$ cat src/rtl/hue_cycler_pkg.sv
// ============================================================================
// hue_cycler_pkg: segment kinds and the per-channel segment decode.
// Revision: 1.0
// ============================================================================
`default_nettype none

package hue_cycler_pkg;

  typedef enum logic [1:0] {
    HIGH = 2'd0,
    FALL = 2'd1,
    LOW  = 2'd2,
    RISE = 2'd3
  } seg_kind_t;

  // Channel k sees the wheel rotated back by 2k segments; k < nseg/2 keeps the sum positive.
  function automatic seg_kind_t seg_kind(input int unsigned seg,
                                         input int unsigned k,
                                         input int unsigned nseg);
    int unsigned s;
    s = seg + nseg - 2 * k;
    if (s >= nseg) s = s - nseg;
    if (s == 0 || s == nseg - 1) return HIGH;
    else if (s == 1)             return FALL;
    else if (s == nseg - 2)      return RISE;
    else                         return LOW;
  endfunction

endpackage

`default_nettype wire

$ cat src/rtl/rgb_hue_cycler_pwm_channel.sv
// ============================================================================
// pwm_channel: segment decode, duty register and PWM compare for one output.
// Revision: 1.0
// ============================================================================
`default_nettype none

module pwm_channel
  import hue_cycler_pkg::*;
#(
  parameter int CHANNELS     = 3,
  parameter int PWM_INTERVAL = 1200,
  parameter int HUE_STEPS    = 100,
  parameter int CH_IDX       = 0,
  parameter int CNT_W        = 11,
  parameter int SEG_W        = 3,
  parameter int IDX_W        = 7
) (
  input  logic             clk,
  input  logic             rst_n,
  input  logic             enable,
  input  logic             load,
  input  logic [CNT_W-1:0] pwm_cnt,
  input  logic [SEG_W-1:0] hue_seg,
  input  logic [IDX_W-1:0] hue_idx,
  output logic             pwm_out
);

  localparam int DUTY_STEP = PWM_INTERVAL / HUE_STEPS;
  localparam int NSEG      = 2 * CHANNELS;
  localparam int DUTY_W    = $clog2(PWM_INTERVAL + 1);

  logic [DUTY_W-1:0] duty_q, duty_d;
  logic [DUTY_W-1:0] ramp;
  logic [DUTY_W-1:0] duty_new;
  logic              pwm_out_q, pwm_out_d;

  always_comb begin
    ramp     = DUTY_W'(32'(hue_idx) * DUTY_STEP);
    duty_new = '0;
    case (seg_kind(32'(hue_seg), 32'(CH_IDX), 32'(NSEG)))
      HIGH:    duty_new = DUTY_W'(PWM_INTERVAL);
      FALL:    duty_new = DUTY_W'(PWM_INTERVAL) - ramp;
      RISE:    duty_new = ramp;
      default: duty_new = '0;
    endcase
    // Duty changes only on a period boundary so a period is never cut short.
    duty_d    = load ? duty_new : duty_q;
    pwm_out_d = enable && (DUTY_W'(pwm_cnt) < duty_q);
  end

  always_ff @(posedge clk or negedge rst_n) begin
    if (!rst_n) begin
      duty_q    <= '0;
      pwm_out_q <= 1'b0;
    end else begin
      duty_q    <= duty_d;
      pwm_out_q <= pwm_out_d;
    end
  end

  assign pwm_out = pwm_out_q;

endmodule

`default_nettype wire

$ cat src/rtl/rgb_hue_cycler.sv
// ============================================================================
// rgb_hue_cycler: N-channel hue-wheel PWM generator with run/freeze control.
// Optional reverse sweep and dir port: define HUE_CYCLER_REVERSE_EN. Rev 1.0
// ============================================================================
`default_nettype none

module rgb_hue_cycler
  import hue_cycler_pkg::*;
#(
  parameter int CHANNELS     = 3,
  parameter int PWM_INTERVAL = 1200,
  parameter int HUE_STEPS    = 100,
  parameter int STEP_PERIODS = 16
) (
`ifdef HUE_CYCLER_REVERSE_EN
  input  logic                            dir,
`endif
  input  logic                            clk,
  input  logic                            rst_n,
  input  logic                            enable,
  input  logic                            freeze,
  output logic [CHANNELS-1:0]             pwm_out,
  output logic [$clog2(2*CHANNELS)-1:0]   hue_seg,
  output logic [$clog2(HUE_STEPS)-1:0]    hue_idx,
  output logic                            wheel_wrap
);

  localparam int NSEG   = 2 * CHANNELS;
  localparam int SEG_W  = $clog2(NSEG);
  localparam int IDX_W  = $clog2(HUE_STEPS);
  localparam int CNT_W  = (PWM_INTERVAL > 1) ? $clog2(PWM_INTERVAL) : 1;
  localparam int STEP_W = (STEP_PERIODS > 1) ? $clog2(STEP_PERIODS) : 1;

  localparam logic [CNT_W-1:0]  CNT_LAST  = CNT_W'(PWM_INTERVAL - 1);
  localparam logic [STEP_W-1:0] STEP_LAST = STEP_W'(STEP_PERIODS - 1);
  localparam logic [SEG_W-1:0]  SEG_LAST  = SEG_W'(NSEG - 1);
  localparam logic [IDX_W-1:0]  IDX_LAST  = IDX_W'(HUE_STEPS - 1);

  logic [CNT_W-1:0]  pwm_cnt_q, pwm_cnt_d;
  logic [STEP_W-1:0] step_cnt_q, step_cnt_d;
  logic [SEG_W-1:0]  hue_seg_q, hue_seg_d;
  logic [IDX_W-1:0]  hue_idx_q, hue_idx_d;
  logic              wheel_wrap_q, wheel_wrap_d;
  logic              period_end;
  logic              reverse;

`ifdef HUE_CYCLER_REVERSE_EN
  assign reverse = dir;
`else
  assign reverse = 1'b0;
`endif

  assign period_end = enable && (pwm_cnt_q == CNT_LAST);

  always_comb begin
    pwm_cnt_d    = pwm_cnt_q + 1'b1;
    step_cnt_d   = step_cnt_q;
    hue_seg_d    = hue_seg_q;
    hue_idx_d    = hue_idx_q;
    wheel_wrap_d = 1'b0;

    if (!enable || period_end) pwm_cnt_d = '0;

    if (period_end && !freeze) begin
      if (step_cnt_q != STEP_LAST) begin
        step_cnt_d = step_cnt_q + 1'b1;
      end else begin
        step_cnt_d = '0;
        if (!reverse) begin
          if (hue_idx_q == IDX_LAST) begin
            hue_idx_d = '0;
            if (hue_seg_q == SEG_LAST) begin
              hue_seg_d    = '0;
              wheel_wrap_d = 1'b1;
            end else begin
              hue_seg_d = hue_seg_q + 1'b1;
            end
          end else begin
            hue_idx_d = hue_idx_q + 1'b1;
          end
        end else begin
          if (hue_idx_q == '0) begin
            hue_idx_d = IDX_LAST;
            if (hue_seg_q == '0) begin
              hue_seg_d    = SEG_LAST;
              wheel_wrap_d = 1'b1;
            end else begin
              hue_seg_d = hue_seg_q - 1'b1;
            end
          end else begin
            hue_idx_d = hue_idx_q - 1'b1;
          end
        end
      end
    end
  end

  always_ff @(posedge clk or negedge rst_n) begin
    if (!rst_n) begin
      pwm_cnt_q    <= '0;
      step_cnt_q   <= '0;
      hue_seg_q    <= '0;
      hue_idx_q    <= '0;
      wheel_wrap_q <= 1'b0;
    end else begin
      pwm_cnt_q    <= pwm_cnt_d;
      step_cnt_q   <= step_cnt_d;
      hue_seg_q    <= hue_seg_d;
      hue_idx_q    <= hue_idx_d;
      wheel_wrap_q <= wheel_wrap_d;
    end
  end

  // Channels load from the pre-edge hue position, so duties trail it by one period.
  generate
    for (genvar k = 0; k < CHANNELS; k++) begin : g_channel
      pwm_channel #(
        .CHANNELS     (CHANNELS),
        .PWM_INTERVAL (PWM_INTERVAL),
        .HUE_STEPS    (HUE_STEPS),
        .CH_IDX       (k),
        .CNT_W        (CNT_W),
        .SEG_W        (SEG_W),
        .IDX_W        (IDX_W)
      ) u_channel (
        .clk     (clk),
        .rst_n   (rst_n),
        .enable  (enable),
        .load    (period_end),
        .pwm_cnt (pwm_cnt_q),
        .hue_seg (hue_seg_q),
        .hue_idx (hue_idx_q),
        .pwm_out (pwm_out[k])
      );
    end
  endgenerate

  assign hue_seg    = hue_seg_q;
  assign hue_idx    = hue_idx_q;
  assign wheel_wrap = wheel_wrap_q;

endmodule

`default_nettype wire

$ cat config.mk
export PLATFORM = sky130hd
export DESIGN_NAME = rgb_hue_cycler
export DESIGN_NICKNAME = d
export VERILOG_FILES = /design/src/rtl/hue_cycler_pkg.sv /design/src/rtl/rgb_hue_cycler_pwm_channel.sv /design/src/rtl/rgb_hue_cycler.sv
export SDC_FILE = /design/constraint.sdc
export NUM_CORES = 1
export LEC_CHECK = 0
export CAP_MARGIN = 15
export CORE_UTILIZATION = 30
export DETAILED_ROUTE_END_ITERATION = 8
export PLACE_DENSITY = 0.45
export SLEW_MARGIN = 10
export SYNTH_ARGS = -nofsm -noshare
export SYNTH_HDL_FRONTEND = slang
export SYNTH_SLANG_ARGS = --single-unit
$ cat constraint.sdc
create_clock -name clk -period 5.7 [get_ports clk]
set_clock_uncertainty 0.05 [all_clocks]
set_input_delay 1.425 -clock clk [delete_from_list [all_inputs] [get_ports clk]]
set_output_delay 1.425 -clock clk [all_outputs]
set_load 0.05 [all_outputs]
==> results of run 1 <==
## tightest hold or removal path, stage by stage, from the launching register on
cell and delay (ns):
dfrtp_1 0.35, a21oi_1 0.06, nand2_1 0.06
## layer usage
metal,global-route usage,share of wire,wire [microns],vias up
met4,0.05478,0.020,218,0
met1,0.2176,0.50,5435,1665
met2,0.2608,0.46,5016,58
met5,0,0,0,-
li1,-,-,-,1741
met3,0.02123,0.021,232,15
## layout make-up
| type | instances | area share |
|---|---|---|
| multi-input combinational | 366 | 0.5449 |
| tap | 180 | 0.04824 |
| clock buffer | 6 | 0.02975 |
| timing repair buffer | 19 | 0.03860 |
| clock inverter | 2 | 0.002948 |
| sequential | 56 | 0.3002 |
| inverter | 44 | 0.03538 |
## power groups by stage
stage          logic (mW)  clock network [mW]  registers, mW
5_1_grt            0.0277               0.352          0.403
3_5_place_dp       0.0254                   0          0.410
6_report           0.0242               0.330          0.402
3_3_place_gp       0.0253                   0          0.410
4_1_cts            0.0255               0.337          0.402
2_1_floorplan      0.0127                   0          0.409
## through the flow
| stage | setup slack [ns] | power [mW] |
|---|---|---|
| after floorplan | 2.218 | 0.4217 |
| final | 2.036 | 0.7565 |
| after global placement | 1.862 | 0.4355 |
| after detailed placement | 1.831 | 0.4357 |
| after global routing | 1.746 | 0.7820 |
| after CTS | 2.058 | 0.7650 |
## registers in the layout, summed over array words and instances, names as in the netlist
name / flops
wheel_wrap: 1
step_cnt_q: 4
g_channel.u_channel.pwm_out: 3
hue_idx: 7
hue_seg: 3
pwm_cnt_q: 11
g_channel.u_channel.duty_q: 27
## worst max path at each step
stage,start,endpoint,slack [ns],depth (start not counted)
3_5_place_dp,enable,hue_idx[6]$_DFFE_PN0P_,1.83,6
2_1_floorplan,hue_seg[1]$_DFFE_PN0P_,g_channel[2].u_channel.duty_q[7]$_DFFE_PN0P_,2.22,12
5_1_grt,hue_seg[1]$_DFFE_PN0P_,g_channel[2].u_channel.duty_q[7]$_DFFE_PN0P_,1.75,10
4_1_cts,hue_seg[1]$_DFFE_PN0P_,g_channel[2].u_channel.duty_q[7]$_DFFE_PN0P_,2.06,10
6_report,hue_seg[1]$_DFFE_PN0P_,g_channel[2].u_channel.duty_q[7]$_DFFE_PN0P_,2.04,10
3_3_place_gp,enable,hue_idx[6]$_DFFE_PN0P_,1.86,6
## cell families after synthesis
kind of cell / synth area share
AND/OR/NAND/NOR: 0.2044
adder cells (fa/ha/maj): 0.1379
multiplexers: 0.01716
buffers and inverters: 0.06716
XOR/XNOR: 0.03935
AO/OA/AOI/OAI: 0.2027
flip-flops: 0.3314
## placed cells by master, fill, tap and decap left out, drive strengths merged, types with 8 or more instances in the layout
cell type / instances
nand4: 10
xnor2: 8
inv: 45
xor2: 11
nand2: 37
a21o: 10
o21ai: 38
dfrtp: 56
a21oi: 33
nor2: 42
nor3: 11
ha: 45
nand2b: 8
nand3: 21
clkdlybuf4s50: 16
nor2b: 11
a211oi: 8
==> impl_metrics.ini, run 1 <==
[run_status]
status = completed

[min_path]
whs_endpoint = g_channel[2].u_channel.duty_q[9]$_DFFE_PN0P_
min_path_type = reg2reg
hold_start = g_channel[2].u_channel.duty_q[9]$_DFFE_PN0P_
hold_depth = 2

[power]
power.density_nw_per_um2 = 162.1
leakagePower_nw = 2.094
p_sw_frac = 0.2294
peakVddDrop_v = 0.0001180
pwr-share-comb = 0.032
power.switching_mw = 0.1736
clock_power_share = 0.436
seqPwrFrac = 0.532
intPower_mw = 0.5830

[finish]
final_util = 0.3376
syn_to_final_growth_pct = 10.38
post_route_cells_drive_above_1_share = 0.05274
final_cells = 673
fill_cells = 1455
antenna_cells = 0
multi_input_area_sq_um = 2544
nets = 542
design_area_sq_um = 4668
seqCellArea_sq_um = 1401

[setup_path]
rr_worst_depth = 10
crit_path_end_kind = flop
crit_required_ns = 5.86
critPathTopFamily = simple AND/OR/NAND/NOR gates
r2r-end = g_channel[2].u_channel.duty_q[7]$_DFFE_PN0P_
cp-start-kind = flop
crit_type = reg2reg
path_common_cell = ha_1
slowest_delay_ns = 0.85
crit_arrival_ns = 3.83
path_cells = inv_1 -> ha_1 -> nand2_1 -> ha_1 -> nand2b_1 -> o21a_1 -> nor4b_1 -> a21oi_1 -> o221a_2 -> o21ai_0
critPathSlowestCell = nor4b_1
reg2reg_from = hue_seg[1]$_DFFE_PN0P_
cp_num_buf_inv = 1
path_max_fanout = 14
r2r_slack_ns = 2.04

[clock_tree]
clockBufferDepth = 2
cts.sinks = 56
cts_tree = done
cts-buffers-inserted = 5
cts_resized = 0
clkTransAtPathRegs_ns = 0.08
cts_hold_buf = 0
worstSkewPairLatency_ns = 0.30
post-cts-setup-buffer-count = 0
cts_htree_levels = 2
cts_root_buf = clkbuf_16

[timing]
period_share = 0.6429
clock.fmax_mhz = 272.9
finalSetupViolCount = 0
hold_viol_final = 0
finalSetupTns_ns = 0
whs_ns = 0.4435
finalMaxSlewViolations = 0
tightestPinTransition_ns = 1.047
max_slew_margin = 0.2923
rsz0062_at_grt = no
period_needed_ns = 3.664

[die]
die_x_microns = 120.7
dieHeight_microns = 120.7
coreArea_sq_um = 13830
rows = 43
initial_core_util = 0.3059
ios = 18
die_area_sq_um = 14580

[synth]
ys.flop_type = dfrtp_1
yosys.cell_count.top_type = dfrtp_1
synth_edf_count = 0
synthCells = 489
ys_ff_latch = 56
yosys.area.top_type_share = 0.3314
ys_top_cells_by_area = dfrtp_1, ha_1, o21ai_0, a21oi_1, inv_1
syn_area_per_cell_sq_um = 8.648
seq_area_frac_synth = 0.3314
syn-cell-area_sq_um = 4229
ys_async_sr_fraction = 1.000
yosysUniqueCellTypes = 62
synth_top_cell_by_area = dfrtp_1
synth_fp_nets = 539
yosysWarnings = 0
synth_commonest_cells = dfrtp_1, ha_1, inv_1

[flow_run]
timing.max_cap.violations = 0

[drt]
drtPass1Iterations = 4
drc_errors = 0
ant_nets = 0
viasPerCell = 5.169
drt_wl_total_mm = 10.90
drt-wirelength-per-cell_microns = 16.20
initialDrtViolationCount = 295
num_vias = 3479

[grt]
grt_max_degree = 57
grt_pass1_vias = 3470
grt_pass1_wl_mm = 18.24
grt.total_usage = 0.1603
gr-total-overflow = 0
antenna_found_initial = 0

[place]
gp_congestion = 0.8522
dp_cells = 665
dp_hpwl_mm = 8.277
placed_area_sq_um = 4516
portBuffers = 17
Note: power is estimated with default switching activity, not from simulation.
==> run 2, diff against run 1 <==
Settings changed: PLACE_DENSITY 0.45 to 0.47.
Clock period 5.7 ns to 2.96 ns, I/O delays scaled along.
==> run 2 against run 1 <==
First-iteration DRC count shrank 42%; cell area increased by 3.4%; critical path depth fell by 2; power increased by 90%; hold slack got worse by 0.15 ns; utilization increased by 1.1 points.
==> impl_metrics.ini, run 2 (synthesis gave the netlist of run 1 again) <==
[drt]
initialDrtViolationCount = 171
ant_nets = 0
drc_errors = 0
wl_met2_mm = 5.074
viasPerCell = 5.041
wl_met1_mm = 5.339
drt_wl_total_mm = 11.04
num_vias = 3478
drt-wirelength-per-cell_microns = 16.00
top_layer = met4
route.met3.wl_microns = 353
drtPass1Iterations = 5

[flow_run]
timing.max_cap.violations = 0

[finish]
antenna_cells = 0
layout_common_cells = dfrtp_1, ha_1, inv_1
post_route_cells_drive_above_1_share = 0.09804
regMostFlops = g_channel.u_channel.duty_q
syn_to_final_growth_pct = 14.11
mostFrequentLayoutCell = dfrtp_1
nets = 559
largest_register_ffs = 27
final_util = 0.3490

[timing]
hold_viol_final = 0
finalSetupViolCount = 0
period_share = 0.9341
whs_ns = 0.2934
rsz0062_at_grt = no
clock.fmax_mhz = 361.7
tightestPinTransition_ns = 0.5742
finalMaxSlewViolations = 0
finalSetupTns_ns = 0
period_needed_ns = 2.765
max_slew_margin = 0.6164

[min_path]
min_path_type = in2async

[setup_path]
cp-start-kind = flop
critPathTopFamily = compound AO/OA/AOI/OAI gates
crit_required_ns = 3.10
crit_arrival_ns = 2.91
path_cells = ha_1 -> fa_1 -> a21o_1 -> a2111oi_2 -> xor2_2 -> buf_4 -> a211o_1 -> a32o_1
cp_num_buf_inv = 1
path_max_fanout = 7
critPathSlowestCell = fa_1
crit_path_end_kind = flop
slowest_delay_ns = 0.46
crit_type = reg2reg

[clock_tree]
cts.sinks = 56
worstSkewPairLatency_ns = 0.30
cts_tree = done
clkTransAtPathRegs_ns = 0.08
cts-buffers-inserted = 5
cts_htree_levels = 2
clockBufferDepth = 2
cts_root_buf = clkbuf_16

[grt]
grt_max_degree = 31
antenna_found_initial = 0
grt_pass1_wl_mm = 18.35
gr-total-overflow = 0
grt.total_usage = 0.1609
grt_pass1_vias = 3559

[power]
peakVddDrop_v = 0.0001762
leakagePower_nw = 2.173
power.density_nw_per_um2 = 298.5
power.total_mw = 1.441

[place]
gp_congestion = 0.8495
portBuffers = 17
dp_hpwl_mm = 8.656

[die]
rows = 43
ios = 18
coreArea_sq_um = 13830
die_x_microns = 120.7
dieHeight_microns = 120.7
initial_core_util = 0.3059
die_area_sq_um = 14580

[run_status]
status = completed
run 2: cell count changes in the layout (fill, tap and decap cells not counted), sizes merged:
cell	delta
buf	+17
clkbuf	-1
clkinv	+1
run 2: area by class of cell:
cell class                      instances  area [sq um]
Clock buffer                            5         125.1
Inverter                               44         165.2
Multi-Input combinational cell        366          2576
Clock inverter                          3         22.52
Tap cell                              180         225.2
Fill cell                            1437          9001
Sequential cell                        56          1404
Timing Repair Buffer                   36         307.8
run 2: worst paths after layout:
| path | from | endpoint | slack [ns] | cells after the start |
|---|---|---|---|---|
| min | rst_n | pwm_cnt_q[3]$_DFF_PN0_ | 0.29 | 1 |
| max reg2reg | hue_idx[0]$_DFFE_PN0P_ | g_channel[1].u_channel.duty_q[9]$_DFFE_PN0P_ | 0.20 | 8 |
| min reg2reg | g_channel[1].u_channel.duty_q[2]$_DFFE_PN0P_ | g_channel[1].u_channel.duty_q[2]$_DFFE_PN0P_ | 0.44 | 2 |
| max | hue_idx[0]$_DFFE_PN0P_ | g_channel[1].u_channel.duty_q[9]$_DFFE_PN0P_ | 0.20 | 8 |
| max in group asynchronous | rst_n | g_channel[2].u_channel.duty_q[5]$_DFFE_PN0P_ | 1.92 | 2 |
| min in group clk | g_channel[1].u_channel.duty_q[2]$_DFFE_PN0P_ | g_channel[1].u_channel.duty_q[2]$_DFFE_PN0P_ | 0.44 | 2 |
run 2: what timing repair did:
item | 4_1_cts | 5_1_grt
setup buffers | 0 | 0
endpoints found under the setup margin | 0 | 4
hold buffers | 0 | 0
gates resized for setup | 0 | 3
run 2: where the power goes:
part / switching, mW / internal, mW
registers: 0.00458 / 0.769
clock network: 0.300 / 0.318
logic: 0.0336 / 0.0148
run 2: per-stage QoR:
stage / std cells / instance area (sq um) / setup WS (ns)
after floorplan: 489 / 4254 / 0.003580
final: 690 / 4826 / 0.1952
after global placement: 682 / 4666 / 0.1706
after CTS: 690 / 4813 / 0.1002
after detailed placement: 682 / 4666 / 0.1149
after global routing: 690 / 4826 / 0.02737
run 2: per-layer routing:
metal  vias up  global-route usage
li1       1773                   -
met4         0             0.05633
met5         -                   0
met1      1633              0.2100
met2        53              0.2676
met3        19             0.02642
==> run 3, diff against run 2 <==
Settings changed: PLACE_DENSITY 0.47 to 0.45.
Clock period 2.96 ns to 3.4 ns, I/O delays scaled along.
==> run 3 against run 2 <==
Non-clock buffer count decreased by 9; die area unchanged; sequential power decreased by 13%; highest routed layer unchanged.
==> impl_metrics.ini, run 3 (synthesis gave the netlist of run 1 again) <==
[min_path]
min_path_type = in2async

[die]
die_x_microns = 120.7
coreArea_sq_um = 13830
initial_core_util = 0.3059
dieHeight_microns = 120.7
die_area_sq_um = 14580
rows = 43
ios = 18

[clock_tree]
cts.sinks = 56
clkTransAtPathRegs_ns = 0.08
post-cts-setup-buffer-count = 0
worstSkewPairLatency_ns = 0.30
cts_hold_buf = 0
cts_resized = 0
cts_htree_levels = 2
clockBufferDepth = 2
cts_tree = done
cts_root_buf = clkbuf_16
cts-buffers-inserted = 5

[grt]
antenna_found_initial = 0
grt.total_usage = 0.1660
grt_pass1_vias = 3533
grt_max_degree = 42
grt_pass1_wl_mm = 18.77
gr-total-overflow = 0

[setup_path]
crit_arrival_ns = 3.25
r2r-end = g_channel[2].u_channel.duty_q[10]$_DFFE_PN0P_
crit_required_ns = 3.57
cp-start-kind = flop
crit_path_end_kind = flop
rr_worst_depth = 10
crit_type = reg2reg
r2r_slack_ns = 0.33
reg2reg_from = hue_seg[1]$_DFFE_PN0P_
path_max_fanout = 14

[finish]
regMostFlops = g_channel.u_channel.duty_q
mostFrequentLayoutCell = dfrtp_1
layout_common_cells = dfrtp_1, ha_1, inv_1
syn_to_final_growth_pct = 11.72
fill_cells = 1452
nets = 550
largest_register_ffs = 27
post_route_cells_drive_above_1_share = 0.06986
antenna_cells = 0

[drt]
drt_wl_total_mm = 11.30
viasPerCell = 5.156
drtPass1Iterations = 4
drt-wirelength-per-cell_microns = 16.59
ant_nets = 0
initialDrtViolationCount = 272
num_vias = 3511
drc_errors = 0

[place]
portBuffers = 17
gp_congestion = 0.9005
dp_slack_ns = 0.3517
dp_hpwl_mm = 8.538

[power]
power.density_nw_per_um2 = 267.8
peakVddDrop_v = 0.0001736
leakagePower_nw = 2.129

[timing]
max_slew_margin = 0.5418
hold_viol_final = 0
rsz0062_at_grt = no
finalMaxSlewViolations = 0
clock.fmax_mhz = 325.3
setup_slack_ns = 0.3255
finalSetupTns_ns = 0
period_needed_ns = 3.075
tightestPinTransition_ns = 0.6700
period_share = 0.9043
finalSetupViolCount = 0

[run_status]
status = completed

[flow_run]
timing.max_cap.violations = 0
-- run 3: final cells by class --
cell class,count,area [sq um],share of cell area
Multi-Input combinational cell,366,2544,0.5384
Sequential cell,56,1403,0.2969
Timing Repair Buffer,27,240.2,0.05085
Tap cell,180,225.2,0.04767
Inverter,44,165.2,0.03496
Clock buffer,5,125.1,0.02648
Clock inverter,3,22.52,0.004767
-- run 3: per-layer routing --
metal	vias up	track usage	wire [microns]
met5	-	0	0
met4	0	0.03472	131
met3	10	0.02358	315
met2	55	0.2841	5242
met1	1689	0.2213	5608
li1	1757	-	-
-- run 3: worst max-delay path, cell delays in order (launching register included) --
cell and delay, ns:
dfrtp_2 0.49, inv_1 0.16, ha_1 0.57, nand2_1 0.14, ha_1 0.30, nand2b_1 0.15
o21ai_1 0.18, and3_1 0.39, nand3_1 0.13, o22a_1 0.24, a41oi_2 0.19
-- run 3: how the worst max path moves through the flow --
stage / depth (start not counted) / endpoint / startpoint
after global placement: 10 / g_channel[2].u_channel.duty_q[10]$_DFFE_PN0P_ / hue_seg[1]$_DFFE_PN0P_
after CTS: 10 / g_channel[2].u_channel.duty_q[10]$_DFFE_PN0P_ / hue_seg[1]$_DFFE_PN0P_
after detailed placement: 10 / g_channel[2].u_channel.duty_q[10]$_DFFE_PN0P_ / hue_seg[1]$_DFFE_PN0P_
after floorplan: 12 / g_channel[2].u_channel.duty_q[7]$_DFFE_PN0P_ / hue_seg[1]$_DFFE_PN0P_
after global routing: 10 / g_channel[2].u_channel.duty_q[10]$_DFFE_PN0P_ / hue_seg[1]$_DFFE_PN0P_
final: 10 / g_channel[2].u_channel.duty_q[10]$_DFFE_PN0P_ / hue_seg[1]$_DFFE_PN0P_
-- run 3: power breakdown --
group          leakage, nW  switching [mW]  internal (mW)
Combinational         1.35          0.0315         0.0119
Sequential           0.702         0.00418          0.670
Clock               0.0742           0.270          0.277
Total                 2.13           0.306          0.959
-- run 3: stage by stage --
step           hold WS (ns)  cells  power [mW]  area, sq um  utilization
6_report             0.4104    681       1.265         4725       0.3417
5_1_grt              0.4306    681       1.307         4725       0.3417
4_1_cts              0.4202    681       1.280         4725       0.3417
3_5_place_dp         0.4340    673      0.7328         4577       0.3310
3_3_place_gp         0.4320    673      0.7326         4577       0.3310
2_1_floorplan        0.3898    489      0.7069         4230            -
==> edit 1, RTL diff (flow settings as in run 1) <==
Register the output `pwm_out`, cleared by the reset; this adds one clock of latency there. The other outputs are not delayed to match.
--- a/src/rtl/rgb_hue_cycler.sv
+++ b/src/rtl/rgb_hue_cycler.sv
@@ -37,2 +37,4 @@
   localparam logic [IDX_W-1:0]  IDX_LAST  = IDX_W'(HUE_STEPS - 1);
+
+  logic [CHANNELS-1:0] pwm_d;
 
@@ -132,3 +134,3 @@
         .hue_idx (hue_idx_q),
-        .pwm_out (pwm_out[k])
+        .pwm_out (pwm_d[k])
       );
@@ -141,2 +143,10 @@
 
+  always_ff @(posedge clk or negedge rst_n) begin
+    if (!rst_n) begin
+      pwm_out <= '0;
+    end else begin
+      pwm_out <= pwm_d;
+    end
+  end
+
 endmodule
Formal check against the unedited RTL: no difference found for any inputs over 10 cycles, from zero or initial values and one cycle with rst_n low; that may be too few to reach the edited logic, so the function may still have changed.
==> edit 1 against run 1 <==
Setup slack gained 0.10 ns; combinational power grew 55%; largest cell class unchanged; final area is the same; worst hold slack lost 0.15 ns; wire length shrank 8.8%; total power grew 25%; core utilization grew 1.5 points; sequential power grew 7.2%; sequential cell count grew 3; critical path type is now input pin to flip-flop; synthesized area shrank 3.6%; critical endpoint is now g_channel[2].u_channel.duty_q[5]$_DFFE_PN0P_.
==> edit 1: results (changes against run 1) <==
POST_SYNTH_MUX_AREA_SHARE=0.00276  # was 0.0172
TIMING.CRITICAL_PATH.TO='g_channel[2].u_channel.duty_q[5]$_DFFE_PN0P_'  # was g_channel[2].u_channel.duty_q[7]$_DFFE_PN0P_
WORST_R2R_STARTPOINT='hue_idx[0]$_DFFE_PN0P_'  # was hue_seg[1]$_DFFE_PN0P_
HOLDPATHSTAGES=0  # was 2
SYNTH_WARNINGS=0  # unchanged
DRT-VIAS-PER-INSTANCE=5.03  # was 5.17
CP.ARRIVAL_NS=3.72  # was 3.83 ns
MAX_SLEW.WORST_PIN.SLEW_NS=0.924  # was 1.05 ns
PLACEMENT_STAGE_CELL_AREA_UM2=4410  # was 4520 um^2
DESIGN.FINAL.NETS=514  # was 542
HOLDCRITSTARTPOINT='g_channel[2].u_channel.pwm_out$_DFF_PN0_'  # was g_channel[2].u_channel.duty_q[9]$_DFFE_PN0P_
GRT_FIRST_PASS_WIRELENGTH_UM=17000  # was 18200 um
DP.CELLS=629  # was 665
FIRST_GLOBAL_VIAS=3253  # was 3470
WORSTSETUPSTARTPOINT='enable'  # was hue_seg[1]$_DFFE_PN0P_
SYNTH_CELL_TYPE_COUNT=59  # was 62
NETLIST_TOP_CELLS_AREA='dfrtp_1, ha_1, o21ai_0'  # unchanged
SYNTH-COMPOUND-AREA-SHARE=0.203  # about the same
DETAILED_PLACE_HPWL_UM=7440  # was 8280 um
DRTITER0DRC=165  # was 295
RR_WORST_DEPTH=9  # was 10
WORST_SKEW_PAIR.LATE_LATENCY_NS=0.33  # was 0.30 ns
SYNTH_ADDER_AREA_SHARE=0.143  # was 0.138
LAYOUT.CELLS.NON_FILLER=645  # was 673
HTREE_LEVELS=3  # was 2
CELLPOWERDENSITY_nW_PER_UM2=203  # was 162 nW/um^2
POST_SYNTH_XOR_XNOR_AREA=0.0451  # was 0.0393
GROUTE.USAGE.OVERALL=0.156  # was 0.160
LARGEST_NET_DEGREE_AT_THE_START_OF_GLOBAL_ROUTING=60  # was 57
STATUS='complete, no violations'  # unchanged
STATIC-LEAKAGE-POWER_nW=2.15  # was 2.09 nW
GP_ROUTABILITY_CONGESTION=0.795  # was 0.852
PEAKVDDDROP_V=0.000145  # was 0.000118 V
WORST_HOLD_PATH_TYPE='flip-flop to flip-flop'  # unchanged
SYN-NUM-NETS=499  # was 539
CLK_PIN_SLEW_NS=0.05  # was 0.08 ns
REG2REG_SETUP_SLACK_NS=2.42  # was 2.04 ns
TRITONCTS_BUFFERS=9  # was 5
TOP_FANOUT_VALUE_ON_THE_CRITICAL_PATH=16  # was 14
DRTPASS1ITERATIONS=4  # unchanged
ROUTED_WL_PER_CELL_UM=15.4  # was 16.2 um
POST_ROUTE_CELLS_DRIVE_ABOVE_1_SHARE=0.0661  # was 0.0527
SYN-MEAN-INSTANCE-AREA_UM2=9.08  # was 8.65 um^2
ANTENNA_FOUND_INITIAL=0  # unchanged
N_FILL_CELL=1399  # was 1455
SYNTH_SEQUENTIAL_AREA_RATIO=0.362  # was 0.331
## edit 1: cell types whose count changed after synthesis, moves of 4 or more
cell / before / now
nor3_1: 11 / 6
a21oi_1: 33 / 19
nand3_1: 21 / 15
nand2b_1: 8 / 12
nor2_1: 42 / 27
a21o_1: 10 / 15
inv_1: 44 / 40
nand2_1: 37 / 43
o32a_1: 0 / 4
mux2i_1: 5 / 0
o211ai_1: 0 / 4
## edit 1: routing by layer
| layer | GRT usage | wire, um | part of all wire |
|---|---|---|---|
| met1 | 0.200 | 4790 | 0.48 |
| met2 | 0.247 | 4650 | 0.47 |
| met3 | 0.0396 | 301 | 0.030 |
| met4 | 0.0696 | 211 | 0.021 |
| met5 | 0 | 0 | 0 |
## edit 1: worst min path at each step
stage	endpoint	slack [ns]
3_5_place_dp	pwm_out[1]$_DFF_PN0_	0.28
4_1_cts	pwm_out[1]$_DFF_PN0_	0.30
3_3_place_gp	pwm_out[0]$_DFF_PN0_	0.28
6_report	pwm_out[2]$_DFF_PN0_	0.30
2_1_floorplan	pwm_out[0]$_DFF_PN0_	0.28
5_1_grt	pwm_out[1]$_DFF_PN0_	0.31
## edit 1: stage by stage
stage	power, W	worst slack [ns]
after floorplan	0.000457	2.62
after global placement	0.000477	1.83
after detailed placement	0.000477	1.79
after CTS	0.000968	2.13
after global routing	0.000990	1.84
final	0.000949	2.14
## edit 1: cell families after synthesis
family	after synthesis
and+or+nand+nor	145
AOI/OAI and AO/OA	122
DFF	59
buffers and inverters	55
adders and majority gates	46
xor gates and xnor gates	21
muxes	1
## edit 1: worst max-delay path, stage by stage
cell	delay [ns]
clkdlybuf4s50_1	0.55
inv_1	0.17
nor2_1	0.75
o21ai_0	0.42
a221oi_1	0.32
nor2_1	0.09
## edit 1: final cells by class
type / count / area share
repair buffers: 19 / 0.0386
clock buffers: 11 / 0.0499
multi-input cells: 335 / 0.510
flip-flops and latches: 59 / 0.316
inverters: 40 / 0.0322
well taps: 176 / 0.0472
clock inverters: 5 / 0.00643
## edit 1: power by group
part | switching (W) | internal, W | total, W
combinational | 0.0000245 | 0.0000131 | 0.0000376
sequential | 0.00000365 | 0.000427 | 0.000431
clock | 0.000189 | 0.000291 | 0.000480
total | 0.000217 | 0.000732 | 0.000949
==> edit 2, RTL diff (config.mk and constraints of run 1) <==
Without the edit above. Build with the macro `HUE_CYCLER_REVERSE_EN` defined.
--- a/src/rtl/rgb_hue_cycler.sv
+++ b/src/rtl/rgb_hue_cycler.sv
@@ -5,2 +5,4 @@
 `default_nettype none
+
+`define HUE_CYCLER_REVERSE_EN
 
Ports: changed (added dir); port bits go from 18 to 19. The function was not compared with the original's and may differ.
==> edit 2 against run 1 <==
Wire length up 8.8%; critical path depth down 6; final area up 3.6%; total power down 0.83%; largest power group unchanged; worst hold slack worse by 0.0086 ns; sequential cell count unchanged; synthesized area up 3.0%; synthesized cell count up 3.3%; critical path type is now input pin to flip-flop; setup slack worse by 0.091 ns; critical endpoint is now step_cnt_q[1]$_DFFE_PN0P_.
==> edit 2: results (changes against run 1) <==
STATUS='complete, no violations'  # unchanged
MULTI_INPUT_GATES=386  # was 366
FINISH.UTILIZATION=0.344  # was 0.338
DP.CELLS=685  # was 665
SYNTH-COMPOUND-AREA-SHARE=0.207  # was 0.203
GP_ROUTABILITY_CONGESTION=0.902  # was 0.852
PLACEMENT.SETUP.WORST_SLACK_NS=1.69  # was 1.83 ns
MET3WIRELENGTH_UM=236  # was 232 um
GROUTE.USAGE.OVERALL=0.169  # was 0.160
MAX_SLEW.WORST_PIN.SLEW_NS=0.939  # was 1.05 ns
STATIC-LEAKAGE-POWER_nW=2.08  # was 2.09 nW
NNONCLKINVERTERS=42  # was 44
DRTITER0DRC=261  # was 295
TOP_FANOUT_VALUE_ON_THE_CRITICAL_PATH=17  # was 14
SYNTHESIS.AREA_UM2=4360  # was 4230 um^2
PEAKVDDDROP_V=0.000119  # was 0.000118 V
POST_SYNTH_MOST_FREQUENT_CELLS='dfrtp_1, ha_1, nor2_1'  # was dfrtp_1, ha_1, inv_1
DESIGN.FINAL.NETS=570  # was 542
SYNTHCELLS=505  # was 489
SHARE_SEQ_OF_TOTAL_POWER=0.536  # was 0.532
NUM_VIAS=3656  # was 3479
SWITCHINGPOWER_W=0.000177  # was 0.000174 W
POST_SYNTH_XOR_XNOR_AREA=0.0436  # was 0.0393
GRT_USE_MET1=0.224  # was 0.218
DETAILED_PLACE_HPWL_UM=8790  # was 8280 um
CELLPOWERDENSITY_nW_PER_UM2=155  # was 162 nW/um^2
DRT-TOTAL-WL_UM=11900  # was 10900 um
SEQUENTIAL_SHARE_OF_CELL_AREA=0.290  # was 0.300
CLOCK_POWER_W=0.000315  # was 0.000330 W
NETLIST_TOP_CELLS_AREA='dfrtp_1, ha_1, a21oi_1'  # was dfrtp_1, ha_1, o21ai_0
==> edit 2: path summary, 6_finish.rpt <==
check / endpoint / startpoint / cells after the start / slack (ns)
setup / recovery: step_cnt_q[1]$_DFFE_PN0P_ / enable / 4 / 1.94
hold / removal: g_channel[0].u_channel.duty_q[6]$_DFFE_PN0P_ / g_channel[0].u_channel.duty_q[6]$_DFFE_PN0P_ / 2 / 0.43
setup reg to reg: g_channel[2].u_channel.duty_q[10]$_DFFE_PN0P_ / hue_seg[1]$_DFFE_PN0P_ / 10 / 2.16
hold reg to reg: g_channel[0].u_channel.duty_q[6]$_DFFE_PN0P_ / g_channel[0].u_channel.duty_q[6]$_DFFE_PN0P_ / 2 / 0.43
max in group asynchronous: pwm_cnt_q[1]$_DFF_PN0_ / rst_n / 2 / 3.85
min in group asynchronous: pwm_cnt_q[4]$_DFF_PN0_ / rst_n / 2 / 1.23
